## src/rtl/fwd_pkg.sv

```systemverilog
// Shared types and helpers for the forwarding/hazard unit.
package fwd_pkg;

    localparam int unsigned SB_REG_W    = 8;  // widest register address an entry can hold
    localparam int unsigned SEL_W_MAX   = 3;  // select width for the deepest legal pipeline
    localparam int unsigned SEL_REGFILE = 0;
    localparam int unsigned STG_EX      = 1;
    localparam int unsigned STG_MEM     = 2;

    typedef struct packed {
        logic                v;
        logic [SB_REG_W-1:0] rd;
        logic                wr;
        logic                load;
        logic                store;
        logic [SB_REG_W-1:0] rt;
    } sb_entry_t;

    // Current stage k becomes stage k+1 when the consumer reaches EX.
    function automatic logic [SEL_W_MAX-1:0] stage_to_sel(input logic [SEL_W_MAX-1:0] stage);
        return stage + SEL_W_MAX'(1);
    endfunction

    function automatic logic is_producer(input sb_entry_t e);
        return e.v & e.wr & (e.rd != '0);
    endfunction

endpackage

```

## src/rtl/fwd_hazard_unit_match.sv

```systemverilog
// Priority matcher of one ID source register against the in-flight scoreboard.
module fwd_match
    import fwd_pkg::*;
#(
    parameter int unsigned DEPTH = 3
) (
    input  logic [SB_REG_W-1:0]  src,
    input  logic                 use_src,
    input  sb_entry_t            entries [1:DEPTH],
    output logic [SEL_W_MAX-1:0] match_stage,
    output logic                 load_s1,
    output logic                 hit_last
);

    // match_stage: youngest forwardable producer in stages 1..DEPTH-1, 0 = none
    always_comb begin
        match_stage = '0;
        load_s1     = use_src & is_producer(entries[STG_EX]) & entries[STG_EX].load
                      & (entries[STG_EX].rd == src);
        hit_last    = use_src & is_producer(entries[DEPTH]) & (entries[DEPTH].rd == src);
        for (int k = int'(DEPTH) - 1; k >= 1; k--) begin
            if (use_src && is_producer(entries[k]) && (entries[k].rd == src)
                && !((k == int'(STG_EX)) && entries[k].load)) begin
                match_stage = SEL_W_MAX'(k);
            end
        end
    end

endmodule

```

## src/rtl/fwd_hazard_unit.sv

```systemverilog
// Forwarding and hazard unit beside ID: private destination scoreboard,
// registered forward selects, combinational ID stall and branch bypass.
module fwd_hazard_unit
    import fwd_pkg::*;
#(
    parameter int unsigned REG_W = 4,
    parameter int unsigned DEPTH = 3,
    parameter int unsigned SEL_W = $clog2(DEPTH + 1),
    parameter int unsigned CNT_W = 16
) (
    input  logic             clk,
    input  logic             rst_n,
    input  logic             id_valid,
    input  logic [REG_W-1:0] id_rs,
    input  logic [REG_W-1:0] id_rt,
    input  logic [REG_W-1:0] id_rd,
    input  logic             id_use_rs,
    input  logic             id_use_rt,
    input  logic             id_wr,
    input  logic             id_load,
    input  logic             id_store,
    input  logic             id_branch,
    input  logic             flush,
    output logic             stall,
    output logic [SEL_W-1:0] fwd_a,
    output logic [SEL_W-1:0] fwd_b,
    output logic             fwd_mem,
    output logic             fwd_br_a,
    output logic             fwd_br_b,
    output logic [CNT_W-1:0] stall_cnt
);

    sb_entry_t             sb [1:DEPTH];
    sb_entry_t             id_entry;
    logic [SB_REG_W-1:0]   rs_x;
    logic [SB_REG_W-1:0]   rt_x;
    logic [SEL_W_MAX-1:0]  a_stage;
    logic [SEL_W_MAX-1:0]  b_stage;
    logic                  a_load_s1;
    logic                  b_load_s1;
    logic                  a_hit_last;
    logic                  b_hit_last;
    logic                  load_use;
    logic                  br_hazard;
    logic                  issue;

    assign rs_x = SB_REG_W'(id_rs);
    assign rt_x = SB_REG_W'(id_rt);

    fwd_match #(.DEPTH(DEPTH)) u_match_rs (
        .src         (rs_x),
        .use_src     (id_use_rs),
        .entries     (sb),
        .match_stage (a_stage),
        .load_s1     (a_load_s1),
        .hit_last    (a_hit_last)
    );

    fwd_match #(.DEPTH(DEPTH)) u_match_rt (
        .src         (rt_x),
        .use_src     (id_use_rt),
        .entries     (sb),
        .match_stage (b_stage),
        .load_s1     (b_load_s1),
        .hit_last    (b_hit_last)
    );

    // Store data on rt is not a load-use hazard: the MEM/WB store-data path covers it.
    always_comb begin
        load_use  = a_load_s1 | (b_load_s1 & ~id_store);
        br_hazard = id_branch & (a_load_s1 | b_load_s1 | (a_stage != '0) | (b_stage != '0));
        stall     = id_valid & (load_use | br_hazard);
        fwd_br_a  = id_valid & id_branch & ~stall & a_hit_last;
        fwd_br_b  = id_valid & id_branch & ~stall & b_hit_last;
        issue     = id_valid & ~stall & ~flush;

        id_entry       = '0;
        id_entry.v     = 1'b1;
        id_entry.rd    = SB_REG_W'(id_rd);
        id_entry.wr    = id_wr;
        id_entry.load  = id_load;
        id_entry.store = id_store;
        id_entry.rt    = rt_x;
    end

    always_ff @(posedge clk) begin
        if (!rst_n) begin
            for (int k = 1; k <= int'(DEPTH); k++) begin
                sb[k] <= '0;
            end
            fwd_a     <= SEL_W'(SEL_REGFILE);
            fwd_b     <= SEL_W'(SEL_REGFILE);
            fwd_mem   <= 1'b0;
            stall_cnt <= '0;
        end else begin
            sb[STG_EX] <= issue ? id_entry : '0;
            for (int k = 2; k <= int'(DEPTH); k++) begin
                sb[k] <= sb[k-1];
            end
            fwd_a <= (issue && (a_stage != '0)) ? SEL_W'(stage_to_sel(a_stage))
                                                : SEL_W'(SEL_REGFILE);
            fwd_b <= (issue && (b_stage != '0)) ? SEL_W'(stage_to_sel(b_stage))
                                                : SEL_W'(SEL_REGFILE);
            // Store about to enter EX/MEM with its data load about to enter MEM/WB
            fwd_mem <= sb[STG_EX].v & sb[STG_EX].store & is_producer(sb[DEPTH-1])
                       & sb[DEPTH-1].load & (sb[DEPTH-1].rd == sb[STG_EX].rt);
            if (stall && (stall_cnt != '1)) begin
                stall_cnt <= stall_cnt + CNT_W'(1);
            end
        end
    end

endmodule

```

## config.mk

```make
export PLATFORM = sky130hd
export DESIGN_NAME = fwd_hazard_unit
export DESIGN_NICKNAME = d
export VERILOG_FILES = /design/src/rtl/fwd_pkg.sv /design/src/rtl/fwd_hazard_unit_match.sv /design/src/rtl/fwd_hazard_unit.sv
export SDC_FILE = /design/constraint.sdc
export NUM_CORES = 1
export LEC_CHECK = 0
export CAP_MARGIN = 20
export CORE_MARGIN = 3
export CORE_UTILIZATION = 38
export DETAILED_ROUTE_END_ITERATION = 8
export GPL_ROUTABILITY_DRIVEN = 0
export GPL_TIMING_DRIVEN = 0
export PLACE_DENSITY = 0.66
export SLEW_MARGIN = 20
export SYNTH_ARGS = -nofsm -noshare
export SYNTH_HDL_FRONTEND = slang
export SYNTH_SLANG_ARGS = --single-unit
```

## constraint.sdc

```tcl
create_clock -name clk -period 2.5 [get_ports clk]
set_clock_uncertainty 0.2 [all_clocks]
set_input_delay 0.25 -clock clk [delete_from_list [all_inputs] [get_ports clk]]
set_output_delay 0.25 -clock clk [all_outputs]
set_load 0.01 [all_outputs]
```

==> results.cfg, run 1 <==
[finish]
antenna_cells = 0
final_cell_mix = 42 x dfxtp_1, 34 x clkdlybuf4s50_1, 18 x and2_1
layout_commonest_cell = dfxtp_1
synthToLayoutAreaGrowth_pct = 47.6
drive_above_1_share = 0.241
nNetsFinal = 312
fin_util = 0.604

[timing]
rsz0062_at_grt = yes
fmax_mhz = 382
relSlewSlack = 0.660
layout_setup_ws_ps = -116
tns_ps = -1100
hold_ws_ps = 252
period_share = 1.05
worst_slew_pin_slew_ps = 511
period_minus_slack_ps = 2620
slew_viol_final = 0
setup_violations = 18
hold_viol_final = 0

[floorplanning]
die-area_sq_mm = 0.00623
io_pins = 46
core-area_sq_mm = 0.00494
fp.dieW_microns = 78.9
rows = 25
start_util = 0.409
fp.dieH_microns = 78.9

[power]
power.total_mw = 1.37
total_leakage_power_nw = 1.11
ir_drop_mv = 0.293
power.density_mw_per_mm2 = 458

[setup_path]
required_ps = 2050
cp-start-kind = flop
criticalPathCategory = reg2out
crit_fanout = 4
endpoint_kind = output pin
arrival_ps = 2170

[clock_tree]
clk_path_buf_depth = 2
cts_max_level = 2
cts_tree = done
hold_buffers = 0
numCtsBuffers = 5
clkSlewWorstSetupHoldPaths_ps = 100
clock_latency_ps = 310
root_buffer = clkbuf_8
clock_sinks = 46

[grt]
grtUsageTotal = 0.170
grt_pass1_wl_microns = 8170
first_global_vias = 1696
antenna_found_initial = 0
grt_max_degree = 18
grt_overflow = 0

[route]
met2_length_microns = 2400
wl_met3_microns = 265
routedWlPerCell_microns = 14.5
drtIter0Drc = 124
wl_met1_microns = 2400
viasPerCell = 5.18
drtPass1Iterations = 4
totalWireLength_microns = 5160
top_layer_used = met4
drc = 0
drtAntennaViolNets = 0
vias = 1851

[synth]
synth_nets = 243
netlist_area_sq_mm = 0.00202
ys_seq_elements = 46
synth_edf_count = 0
ys_seq_area_frac = 0.455
synth_ff_type = dfxtp_1
ys.warnings.count = 0
yosysUniqueCellTypes = 32
async_flop_share = 0
synth_cells = 220
syn_avg_cell_area_sq_um = 9.19

[place]
dp_slack_ps = -799
hpwl_microns = 3560
portBuffers = 45

[worst_hold_path]
hold_class = in2reg

[flow_run]
drv_cap = 0

[status]
status = complete, but fails checks
violations = negative setup slack
## timing repair
| item | in CTS | in global routing |
|---|---|---|
| setup buffers | 11 | 4 |
| pin swaps | 25 | 11 |
| gates cloned | 2 | 1 |
| gates resized for setup | 49 | 35 |
| setup endpoints to repair | 35 | 31 |
## synth_stat cells (all sizes together), types with 2 or more instances
| cell type | count | area, sq um |
|---|---|---|
| nand2 | 11 | 41.3 |
| and3 | 3 | 18.8 |
| clkbuf | 3 | 11.3 |
| o21ai | 14 | 70.1 |
| and3b | 2 | 17.5 |
| inv | 4 | 15.0 |
| or3 | 13 | 81.3 |
| nor2 | 2 | 7.51 |
| or4 | 4 | 33.8 |
| a21boi | 2 | 15.0 |
| and2 | 26 | 163 |
| nor2b | 2 | 12.5 |
| nand4 | 7 | 43.8 |
| dfxtp | 46 | 921 |
| buf | 4 | 25.0 |
| and4 | 3 | 26.3 |
| nand3 | 15 | 75.1 |
| xnor2 | 16 | 140 |
| xor2 | 13 | 114 |
| nor3 | 6 | 30.0 |
| a21oi | 16 | 80.1 |
## area by class of cell
type	count	area, sq um
plain buffers	7	48.8
clock buffers	5	68.8
clock inverters	3	26.3
fillers	437	1960
inverters	4	15.0
multi-input cells	164	1240
flip-flops and latches	46	936
well taps	67	83.8
repair buffers	61	568
## worst paths after layout
check / from / endpoint / slack [ps] / cells after the start
worst max-delay path: sb[51]$_SDFF_PN0_ / fwd_br_b / -120 / 8
worst min-delay path: id_rt[1] / sb[41]$_SDFF_PN0_ / 250 / 2
worst max register to register: sb[53]$_SDFF_PN0_ / stall_cnt[3]$_SDFFE_PN0P_ / -110 / 9
worst min register to register: sb[48]$_SDFF_PN0_ / fwd_mem$_SDFF_PN0_ / 290 / 2
## layer usage
layer  up-vias  track usage
met4         0       0.0773
met1       883        0.225
li1        917            -
met3         6       0.0442
met2        45        0.261
met5         -            0
## metrics by stage
step / instance area, sq um / cells
finish: 2990 / 357
global route: 2990 / 357
CTS: 2820 / 352
detailed placement: 2560 / 332
global placement: 2560 / 332
floorplan: 2020 / 220
## power by group
group	internal, mW	total (mW)	switching (mW)	leakage (nW)
Combinational	0.0712	0.127	0.0561	0.687
Clock	0.208	0.493	0.285	0.0495
Sequential	0.738	0.747	0.00908	0.375
## cell families after synthesis
family / share of synthesized area
compound gates: 0.0984
flops: 0.455
fa+ha+maj: 0.00619
simple gates: 0.289
buf+inv: 0.0254
xor+xnor: 0.126
## worst max-delay path: stages (launching register included)
cell and delay, ps:
dfxtp_4 380, or4_4 560, nand3_4 90, or4_4 130, a41o_1 210, and2_4 180
nand2_4 60, nor3_2 90, buf_2 150
## state kept, by name, indices dropped and copies added, names as in the netlist
signal,count
fwd_a,2
fwd_b,2
fwd_mem,1
sb,25
stall_cnt,16
Note: power is estimated with default switching activity, not from simulation.
==> run 2: changes to the inputs <==
- CORE_UTILIZATION: 38 -> 45
- CTS_CLUSTER_SIZE: not set -> 8
- PLACE_DENSITY: 0.66 -> 0.76
==> run 2 against run 1 <==
Net effect:
- non-clock buffer count is 1 higher
- critical endpoint is now stall_cnt[14]$_SDFFE_PN0P_
- highest routed layer unchanged
- final cell count decreased by 4.5%
- the flow still finishes with violations (negative setup slack)
- flip-flop and latch count unchanged
- critical path depth grew 1
- register-to-register slack got worse by 70 ps
- global-route usage rose by 2.4 points
- count of clock-buffer cells in the layout stayed put
- routed wire length increased by 10%
- hold slack got worse by 6.4 ps
==> results.cfg, run 2 (same netlist as run 1, synthesis figures left out) <==
[status]
status = complete, but fails checks
violations = negative setup slack

[timing]
hold_viol_final = 0
setup_violations = 26
worst_slew_pin_slew_ps = 571
layout_setup_ws_ps = -178
tns_ps = -2330
rsz0062_at_grt = yes
relSlewSlack = 0.619
period_minus_slack_ps = 2680
slew_viol_final = 0
period_share = 1.07
fmax_mhz = 373

[route]
vias = 1902
drtPass1Iterations = 4
drtIter0Drc = 120
drtAntennaViolNets = 0
totalWireLength_microns = 5690
routedWlPerCell_microns = 16.7
viasPerCell = 5.58
drc = 0

[setup_path]
criticalPathCategory = reg2reg
crit_fanout = 5
required_ps = 2540
arrival_ps = 2710
cp-start-kind = flop
endpoint_kind = flop

[finish]
post-route-cell-area_sq_mm = 0.00304
instances_no_fill = 341
largest_register_ffs = 25
antenna_cells = 0
max_flop_register = sb
final_cell_mix = 40 x dfxtp_1, 34 x clkdlybuf4s50_1, 23 x and2_1
nNetsFinal = 313
reg.largest.list = sb: 25 flops, stall_cnt: 16 flops
synthToLayoutAreaGrowth_pct = 50.4
drive_above_1_share = 0.271
layout_commonest_cell = dfxtp_1

[place]
place_inst = 315
hpwl_microns = 3330
portBuffers = 45
dpl_cell_area_sq_mm = 0.00253

[grt]
grt_max_degree = 16
grt_pass1_wl_microns = 7950
first_global_vias = 1706
grt_overflow = 0
antenna_found_initial = 0
grtUsageTotal = 0.194

[flow_run]
drv_cap = 0

[clock_tree]
cts_tree = done
clk_path_buf_depth = 2
clkSlewWorstSetupHoldPaths_ps = 90
clock_latency_ps = 300
clock_sinks = 46
root_buffer = clkbuf_8
numCtsBuffers = 5
cts_max_level = 2

[floorplanning]
fp.dieH_microns = 73.0
start_util = 0.485
rows = 23
core-area_sq_mm = 0.00417
die-area_sq_mm = 0.00533
fp.dieW_microns = 73.0
io_pins = 46

[power]
power.density_mw_per_mm2 = 509
total_leakage_power_nw = 1.14
ir_drop_mv = 0.315

[worst_hold_path]
hold_class = in2reg
==> run 2: final timing paths <==
path                     startpoint                         end  slack (ps)  depth (start not counted)
setup / recovery  sb[52]$_SDFF_PN0_  stall_cnt[14]$_SDFFE_PN0P_        -180                          9
hold / removal             id_rt[2]           sb[42]$_SDFF_PN0_         250                          2
setup reg to reg  sb[52]$_SDFF_PN0_  stall_cnt[14]$_SDFFE_PN0P_        -180                          9
hold reg to reg   sb[39]$_SDFF_PN0_           sb[19]$_SDFF_PN0_         260                          1
==> run 2: final cells by class <==
type	count	area, sq um
Clock inverter	3	68.8
Tap cell	50	62.6
Buffer	7	48.8
Clock buffer	5	68.8
Sequential cell	46	938
Multi-Input combinational cell	164	1270
Timing Repair Buffer	62	564
Fill cell	276	1130
Inverter	4	15.0
==> run 2: through the flow <==
stage                     worst slack (ps)  total power [mW]   util  hold WS (ps)
after global routing                  -236              1.59  0.729           251
after global placement                -733             0.858  0.607           233
after CTS                             -108              1.52  0.674           212
after floorplan                       59.9             0.806      -           172
final                                 -178              1.55  0.729           245
after detailed placement              -760             0.860  0.607           243
==> run 2: per-layer routing <==
metal / share of wire / track usage / wire, microns
met5: 0 / 0 / 0
met4: 0.026 / 0.0779 / 150
met3: 0.041 / 0.0413 / 234
met2: 0.49 / 0.309 / 2800
met1: 0.44 / 0.254 / 2510
==> run 2: critical path, stage by stage (launching register included) <==
cell and delay, ps:
dfxtp_4 380, xnor2_2 160, nand2_1 90, or4_4 520, a41o_1 270, buf_4 160, a21o_4 220, buf_6 130
or3_4 360, a21oi_2 120
==> run 2: what timing repair did <==
action | 4_1_cts | 5_1_grt
buffers inserted | 9 | 6
gates resized for setup | 43 | 47
hold buffers | 0 | 0
setup endpoints to repair | 35 | 35
gates cloned | 2 | 1
pin swaps | 15 | 24
==> run 2: power breakdown <==
group	internal, mW	total [mW]	switching (mW)
registers	0.738	0.747	0.00981
clock network	0.401	0.669	0.269
logic	0.0712	0.130	0.0588
total	1.21	1.55	0.337
==> run 3: changes to the inputs <==
- CTS_CLUSTER_SIZE: 8 -> not set
==> results of run 3 <==
Final layout, timing and power as in run 2 (identical DEF).
